===== src/rtl/serial_to_parallel_8_pkg.sv =====
// Shared defaults and output-side state encoding for the serial-to-parallel receiver.
package serial_to_parallel_8_pkg;

  localparam int WIDTH_DEF = 8;
  localparam int IDX_W_DEF = 3;

  typedef enum logic {
    EMPTY = 1'b0,
    FULL  = 1'b1
  } out_state_t;

endpackage


===== src/rtl/serial_to_parallel_8_demux1to8.sv =====
// 1-to-WIDTH decoder: one-hot write enable for the assembly bit selected by sel,
// all zero when en is low.
module serial_to_parallel_8_demux1to8
  import serial_to_parallel_8_pkg::*;
#(
  parameter int WIDTH = WIDTH_DEF,
  parameter int IDX_W = IDX_W_DEF
) (
  input  logic [IDX_W-1:0] sel,
  input  logic             en,
  output logic [WIDTH-1:0] y
);

  // One-hot decode of sel, gated by en
  always_comb begin
    y = '0;
    if (en) y[sel] = 1'b1;
  end

endmodule


===== src/rtl/serial_to_parallel_8.sv =====
// Serial-to-parallel receiver: assembles WIDTH serial bits (LSB first) and
// offers completed words on a single-entry valid/ready output holding register.
// Output-side FSM states:
//   state | meaning
//   EMPTY | holding register has no unconsumed word
//   FULL  | holding register offers a word (out_valid = 1)
module serial_to_parallel_8
  import serial_to_parallel_8_pkg::*;
#(
  parameter int WIDTH = WIDTH_DEF,
  parameter int IDX_W = IDX_W_DEF
) (
  input  logic             clk,
  input  logic             reset,
  input  logic             serial_in,
  input  logic             in_valid,
  input  logic             abort,
  input  logic             out_ready,
  output logic [WIDTH-1:0] out,
  output logic             out_valid,
  output logic [IDX_W-1:0] bit_index,
  output logic             busy,
  output logic             overrun
);

  out_state_t       state_q, state_next;
  logic [WIDTH-1:0] asm_q, asm_next;
  logic [WIDTH-1:0] bit_we;
  logic [IDX_W-1:0] idx_q;
  logic [WIDTH-1:0] out_q;
  logic             overrun_q;
  logic             accept, complete, transfer, load_out;

  // A bit presented alongside abort is deliberately ignored.
  assign accept   = in_valid & ~abort;
  assign complete = accept && (idx_q == IDX_W'(WIDTH - 1));
  assign transfer = (state_q == FULL) && out_ready;
  // A finished word only lands if the slot is free now or is being drained this edge.
  assign load_out = complete && ((state_q == EMPTY) || transfer);

  serial_to_parallel_8_demux1to8 #(
    .WIDTH(WIDTH),
    .IDX_W(IDX_W)
  ) u_demux (
    .sel(idx_q),
    .en (accept),
    .y  (bit_we)
  );

  // Merge the incoming bit into the assembly word so the completing bit is
  // already included when the word is loaded into the holding register.
  always_comb begin
    asm_next = asm_q;
    for (int k = 0; k < WIDTH; k++) begin
      if (bit_we[k]) asm_next[k] = serial_in;
    end
  end

  // Assembly register and write index
  always_ff @(posedge clk) begin
    if (reset) begin
      asm_q <= '0;
      idx_q <= '0;
    end else if (abort) begin
      asm_q <= '0;
      idx_q <= '0;
    end else if (accept) begin
      asm_q <= asm_next;
      idx_q <= idx_q + IDX_W'(1);
    end
  end

  // Output FSM state register
  always_ff @(posedge clk) begin
    if (reset) state_q <= EMPTY;
    else       state_q <= state_next;
  end

  // Output FSM next-state logic
  always_comb begin
    state_next = state_q;
    unique case (state_q)
      EMPTY: if (complete) state_next = FULL;
      FULL:  if (transfer && !complete) state_next = EMPTY;
      default: state_next = EMPTY;
    endcase
  end

  // Holding register and sticky overrun flag
  always_ff @(posedge clk) begin
    if (reset) begin
      out_q     <= '0;
      overrun_q <= 1'b0;
    end else begin
      if (load_out) out_q <= asm_next;
      if (complete && !load_out) overrun_q <= 1'b1;
    end
  end

  assign out       = out_q;
  assign out_valid = (state_q == FULL);
  assign bit_index = idx_q;
  assign busy      = (idx_q != '0);
  assign overrun   = overrun_q;

endmodule


===== config.mk =====
export PLATFORM = sky130hd
export DESIGN_NAME = serial_to_parallel_8
export DESIGN_NICKNAME = d
export VERILOG_FILES = /design/src/rtl/serial_to_parallel_8_pkg.sv /design/src/rtl/serial_to_parallel_8_demux1to8.sv /design/src/rtl/serial_to_parallel_8.sv
export SDC_FILE = /design/constraint.sdc
export NUM_CORES = 1
export LEC_CHECK = 0
export BUFFER_PORTS_ARGS = -buffer_cell sky130_fd_sc_hd__buf_2
export CAP_MARGIN = 10
export CORE_MARGIN = 8
export CORE_UTILIZATION = 55
export DETAILED_ROUTE_END_ITERATION = 10
export GPL_TIMING_DRIVEN = 0
export PLACE_DENSITY = 0.87
export SLEW_MARGIN = 20
export SYNTH_ARGS = -nofsm -noshare
export SYNTH_HDL_FRONTEND = slang
export SYNTH_SLANG_ARGS = --single-unit
export TNS_END_PERCENT = 20

===== constraint.sdc =====
create_clock -name clk -period 2.97 [get_ports clk]
set_clock_uncertainty 0.15 [all_clocks]
set_input_delay 0.1485 -clock clk [delete_from_list [all_inputs] [get_ports clk]]
set_output_delay 0.1485 -clock clk [all_outputs]
set_load 0.03 [all_outputs]

Word-level counts from Yosys, hierarchy flattened
Index checks and enable logic that the tools add are counted.

word-level totals
  input port bits = 6
  bits in writable memories = 0
  memories kept = 0
  bits in registers = 21
  word-level logic and storage cells = 37
  latch bits = 0
  ROM bits = 0
  output and inout bits = 14

cells by class
  add/sub/neg operators = 1
  reduce and logical (&&, ||, !) cells = 11
  bitwise logic cells = 3
  magnitude comparators = 2
  $mul = 0
  multiplexer cells = 14
  eq/ne operators = 1
  divide/modulo/power cells = 0
  shifts and indexed selects = 0

operators with widths
  operator             number
  $mux 1               11
  $mux 8               1
  $logic_and 1x1->1    6
  $lt 3x4->1 const B   1
  $add 3x1->3 const B  1
  $demux 1 s3          1
  $eq 3x3->1 const B   1
  $ge 3x1->1 const B   1
  $reduce_bool 3->1    1
  $logic_not 1->1      2
  $not 1->1            2
  $pmux 1 s2           1
  $reduce_or 2->1      1
  $and 1x1->1          1
  $logic_or 1x1->1     1

Logic depth before layout (Yosys ltp)
  word-level depth = 7
  mapped depth = 6
  mapped depth without buffers = 5

Hierarchy
From an unflattened synthesis, not the netlist that was laid out.

second synthesis, totals
  cell total of the unflattened synthesis = 114
  area, all modules = 1077.3 sq um

modules (own cells, without submodules)
  module                          area an instance (sq um)  sequential area each (sq um)  times used  cells an instance
  serial_to_parallel_8            982.2                     420.4                         1           106
  serial_to_parallel_8_demux1to8  95.1                      0.0                           1           8

Least setup slack after synthesis
No wires, ideal clock.

  path type = register to register
  from = register idx_q[0] (netlist: bit_index[0])
  to = register out_q[7] (netlist: out[7])
  slack = 1.262 ns
  data required time = 2.729 ns
  stages on the path, launching flop included = 7
  library setup time = 0.091 ns
  period minus slack after synthesis = 1.708 ns
  data arrival time = 1.467 ns
  path buffers = 1
  cells stage by stage = dfxtp_1 ha_1 ha_1 and3b_1 and2_4 buf_6 a311oi_1

between the ends
  longest elaborated chain between the ends = 6

ends and longest elaborated chain
  element                                                         line                                  text
  start: declaration                                              serial_to_parallel_8.sv:29            logic [IDX_W-1:0] idx_q;
  start signal: assignment                                        serial_to_parallel_8.sv:69            idx_q <= idx_q + IDX_W'(1);
  $lt 3x4->1 (implied by the code) or $ge 3x1->1 (tied branches)  serial_to_parallel_8_demux1to8.sv:17  if (en) y[sel] = 1'b1;
  $logic_and 1x1->1 (implied by the code)                         serial_to_parallel_8_demux1to8.sv:17
  $mux 1 (implied by the code)                                    serial_to_parallel_8_demux1to8.sv:17
  $demux 1 s3                                                     -
  $mux 8                                                          serial_to_parallel_8_demux1to8.sv:17
  $mux 1                                                          serial_to_parallel_8.sv:55            if (bit_we[k]) asm_next[k] = serial_in;
  end signal: assignment                                          serial_to_parallel_8.sv:95            if (load_out) out_q <= asm_next;
  end: declaration                                                serial_to_parallel_8.sv:30            logic [WIDTH-1:0] out_q;

Parallel ways exist; a longest one is shown, timed or not.
A chain may end at the register's enable or synchronous reset.

Final worst setup path
  from = register idx_q[1] (netlist: bit_index[1])
  to = output port busy

between the ends
  longest elaborated chain between the ends = 1

ends and longest elaborated chain
  element            line                         text
  $reduce_bool 3->1  serial_to_parallel_8.sv:103  assign busy = (idx_q != '0);
  end: declaration   serial_to_parallel_8.sv:22   output logic busy,

Every way passes these cells.

==> results.cfg <==
[run_status]
status = complete, no violations

[global_route]
grt_pass1_wl_mm = 3.39
antenna_found_initial = 0
grt_overflow = 0
grt_max_degree = 12
grtUsageTotal_pct = 12.5
grt_pass1_vias = 817

[power]
ir_drop_v = 0.000288
leakage_nw = 0.438
power.density_nw_per_um2 = 419
power_uw = 453

[hold_path]
min_from = out_ready
holdPathEnd = overrun
hold_class = in2reg
hold_path_depth = 4

[synthesis]
netlist_instances = 100
netlist_area_um2 = 935
ys_seq_area_share_pct = 45.0
syn_area_per_cell_um2 = 9.35
syn_nets = 109
synth.distinct_cells = 28
synth_seq_cells = 21
yosysWarnings = 0

[final_layout]
syn_to_final_growth_pct = 15.8
n_antenna_cell = 0
drive_above_1_share_pct = 26.0
final_cells = 140
fin_nets = 133
nFillCells = 152
layout_common_cells = 21 x dfxtp_1, 20 x buf_2, 17 x a21oi_1, 8 x a311oi_1, 5 x nor2_1
layout_commonest_cell = dfxtp_1

[worst_setup_path]
r2r_slack_ns = 1.29
cp-start-kind = flip-flop
cp_max_fo = 10
critPathCaptureType = output port
cp.required_ns = 2.67
arrival_ns = 1.45
critPathKind = reg2out
reg2regPathDepth = 6
timing.rr.start = bit_index[0]
reg2reg_to = out[7]

[place]
dpl.hpwl_mm = 1.54
io_buffers = 18
place_congestion = 0.842
dp_cells = 135

[die]
die_h_um = 57.2
core_um2 = 1670
chipWidth_um = 57.2
rows = 15
start_util_pct = 56.0
die_area_um2 = 3270
pin_count = 20

[sta]
tightest_slew_ns = 0.445
fmax_mhz = 571
rsz0062_at_grt = no
setup-violations-final = 0
report.final.hold_viol_count = 0
setup_tns_ns = 0
slew_headroom_pct = 70.3
fin_crit_sh_pct = 59.0
min_period_ns = 1.75
final-max-slew-violation-count = 0

[clock_network]
cts_sinks = 21
h-tree-depth = 1
cts_root_buf = clkbuf_4
cts_buffers = 3
cts_tree = yes
ctsResizeCount = 0
clkTransAtPathRegs_ns = 0.11
cts_buffer_depth = 2
clk-insertion-delay-late_ns = 0.29

[routing]
wirelength_mm = 2.00
vias = 835
wl_per_cell_um = 14.3
drtAntennaViolNets = 0
viasPerCell = 5.96
firstDrtPassIters = 4
drt_iter0_drc = 11
drc = 0

[flow_run]
maxCapViolations = 0
==> synth_stat cells <==
master | n | share of area [%]
dfxtp_1 | 21 | 45
a21oi_1 | 17 | 9.1
a311oi_1 | 8 | 7.5
nor2_1 | 5 | 2.0
inv_1 | 4 | 1.6
nand2_1 | 4 | 1.6
nand2b_1 | 4 | 2.7
nand3_1 | 4 | 2.1
buf_4 | 3 | 2.4
ha_1 | 3 | 4.0
o21ai_0 | 3 | 1.6
o21ai_1 | 3 | 1.6
and3b_1 | 2 | 1.9
buf_2 | 2 | 1.1
clkbuf_1 | 2 | 0.80
mux2i_1 | 2 | 2.1
nor2b_1 | 2 | 1.3
a31oi_1 | 1 | 0.67
and2_4 | 1 | 0.94
and4bb_2 | 1 | 1.3
buf_6 | 1 | 1.2
nand3b_1 | 1 | 0.80
nand4_1 | 1 | 0.67
o31ai_1 | 1 | 0.80
o31ai_4 | 1 | 2.3
or2_2 | 1 | 0.67
or3b_4 | 1 | 1.2
xnor2_1 | 1 | 0.94
==> cells by family after synthesis <==
| logic type | share of synthesized area (%) |
|---|---|
| mux | 2.14 |
| compound gates | 23.6 |
| fa+ha+maj | 4.02 |
| xor+xnor | 0.937 |
| simple gates | 17.3 |
| flops | 45.0 |
| buf+inv | 7.09 |
==> repair_timing <==
item,in CTS,in global routing
setup buffers,0,0
hold endpoints to repair,1,0
hold buffers,1,0
==> worst max-delay path: stages (launching register included) <==
cell and delay, ns:
dfxtp_1 0.40, buf_2 0.26, inv_1 0.07, ha_1 0.18, nand2b_1 0.06, buf_2 0.19
==> per-stage QoR <==
step	hold slack [ns]	utilization, %	setup WS (ns)	instance area [um^2]
floorplan	0.166	-	1.26	935
global placement	0.266	62.6	1.35	1050
detailed placement	0.289	62.6	1.31	1050
CTS	0.0170	64.8	1.22	1080
global route	0.0472	64.8	1.14	1080
finish	0.00348	64.8	1.22	1080
==> metal layers <==
layer	GRT usage, %	part of all wire, %
met5	0	0
met4	3.93	1.0
met3	4.26	5.8
met2	22.7	49
met1	13.0	44
==> final cells by class <==
cell class	instances	area [um^2]	area share, %
inverters	4	15.0	1.39
flip-flops and latches	21	420	38.8
clock buffers	4	26.3	2.43
plain buffers	8	51.3	4.74
well taps	17	21.3	1.97
multi-input cells	67	448	41.4
repair buffers	19	100	9.25
==> how the worst max path moves through the flow <==
| stage | start | cells past startpoint | slack, ns | to |
|---|---|---|---|---|
| global placement | bit_index[0] | 6 | 1.35 | out[7] |
| CTS | bit_index[1] | 5 | 1.22 | busy |
| detailed placement | bit_index[0] | 6 | 1.31 | out[7] |
| global route | bit_index[1] | 5 | 1.14 | busy |
| floorplan | bit_index[0] | 6 | 1.26 | out[7] |
| finish | bit_index[1] | 5 | 1.22 | busy |
==> registers in the layout, summed over array words and instances (netlist names) <==
signal     count
asm_q          8
bit_index      3
out            8
out_valid      1
overrun        1
==> power by group <==
| part | leakage [nW] | switching, mW | total [mW] | internal (mW) |
|---|---|---|---|---|
| combinational | 0.254 | 0.0221 | 0.0360 | 0.0139 |
| sequential | 0.169 | 0.00129 | 0.284 | 0.283 |
| clock | 0.0150 | 0.0810 | 0.133 | 0.0522 |
| total | 0.438 | 0.104 | 0.453 | 0.349 |
Power figures use the tool's default switching activity.
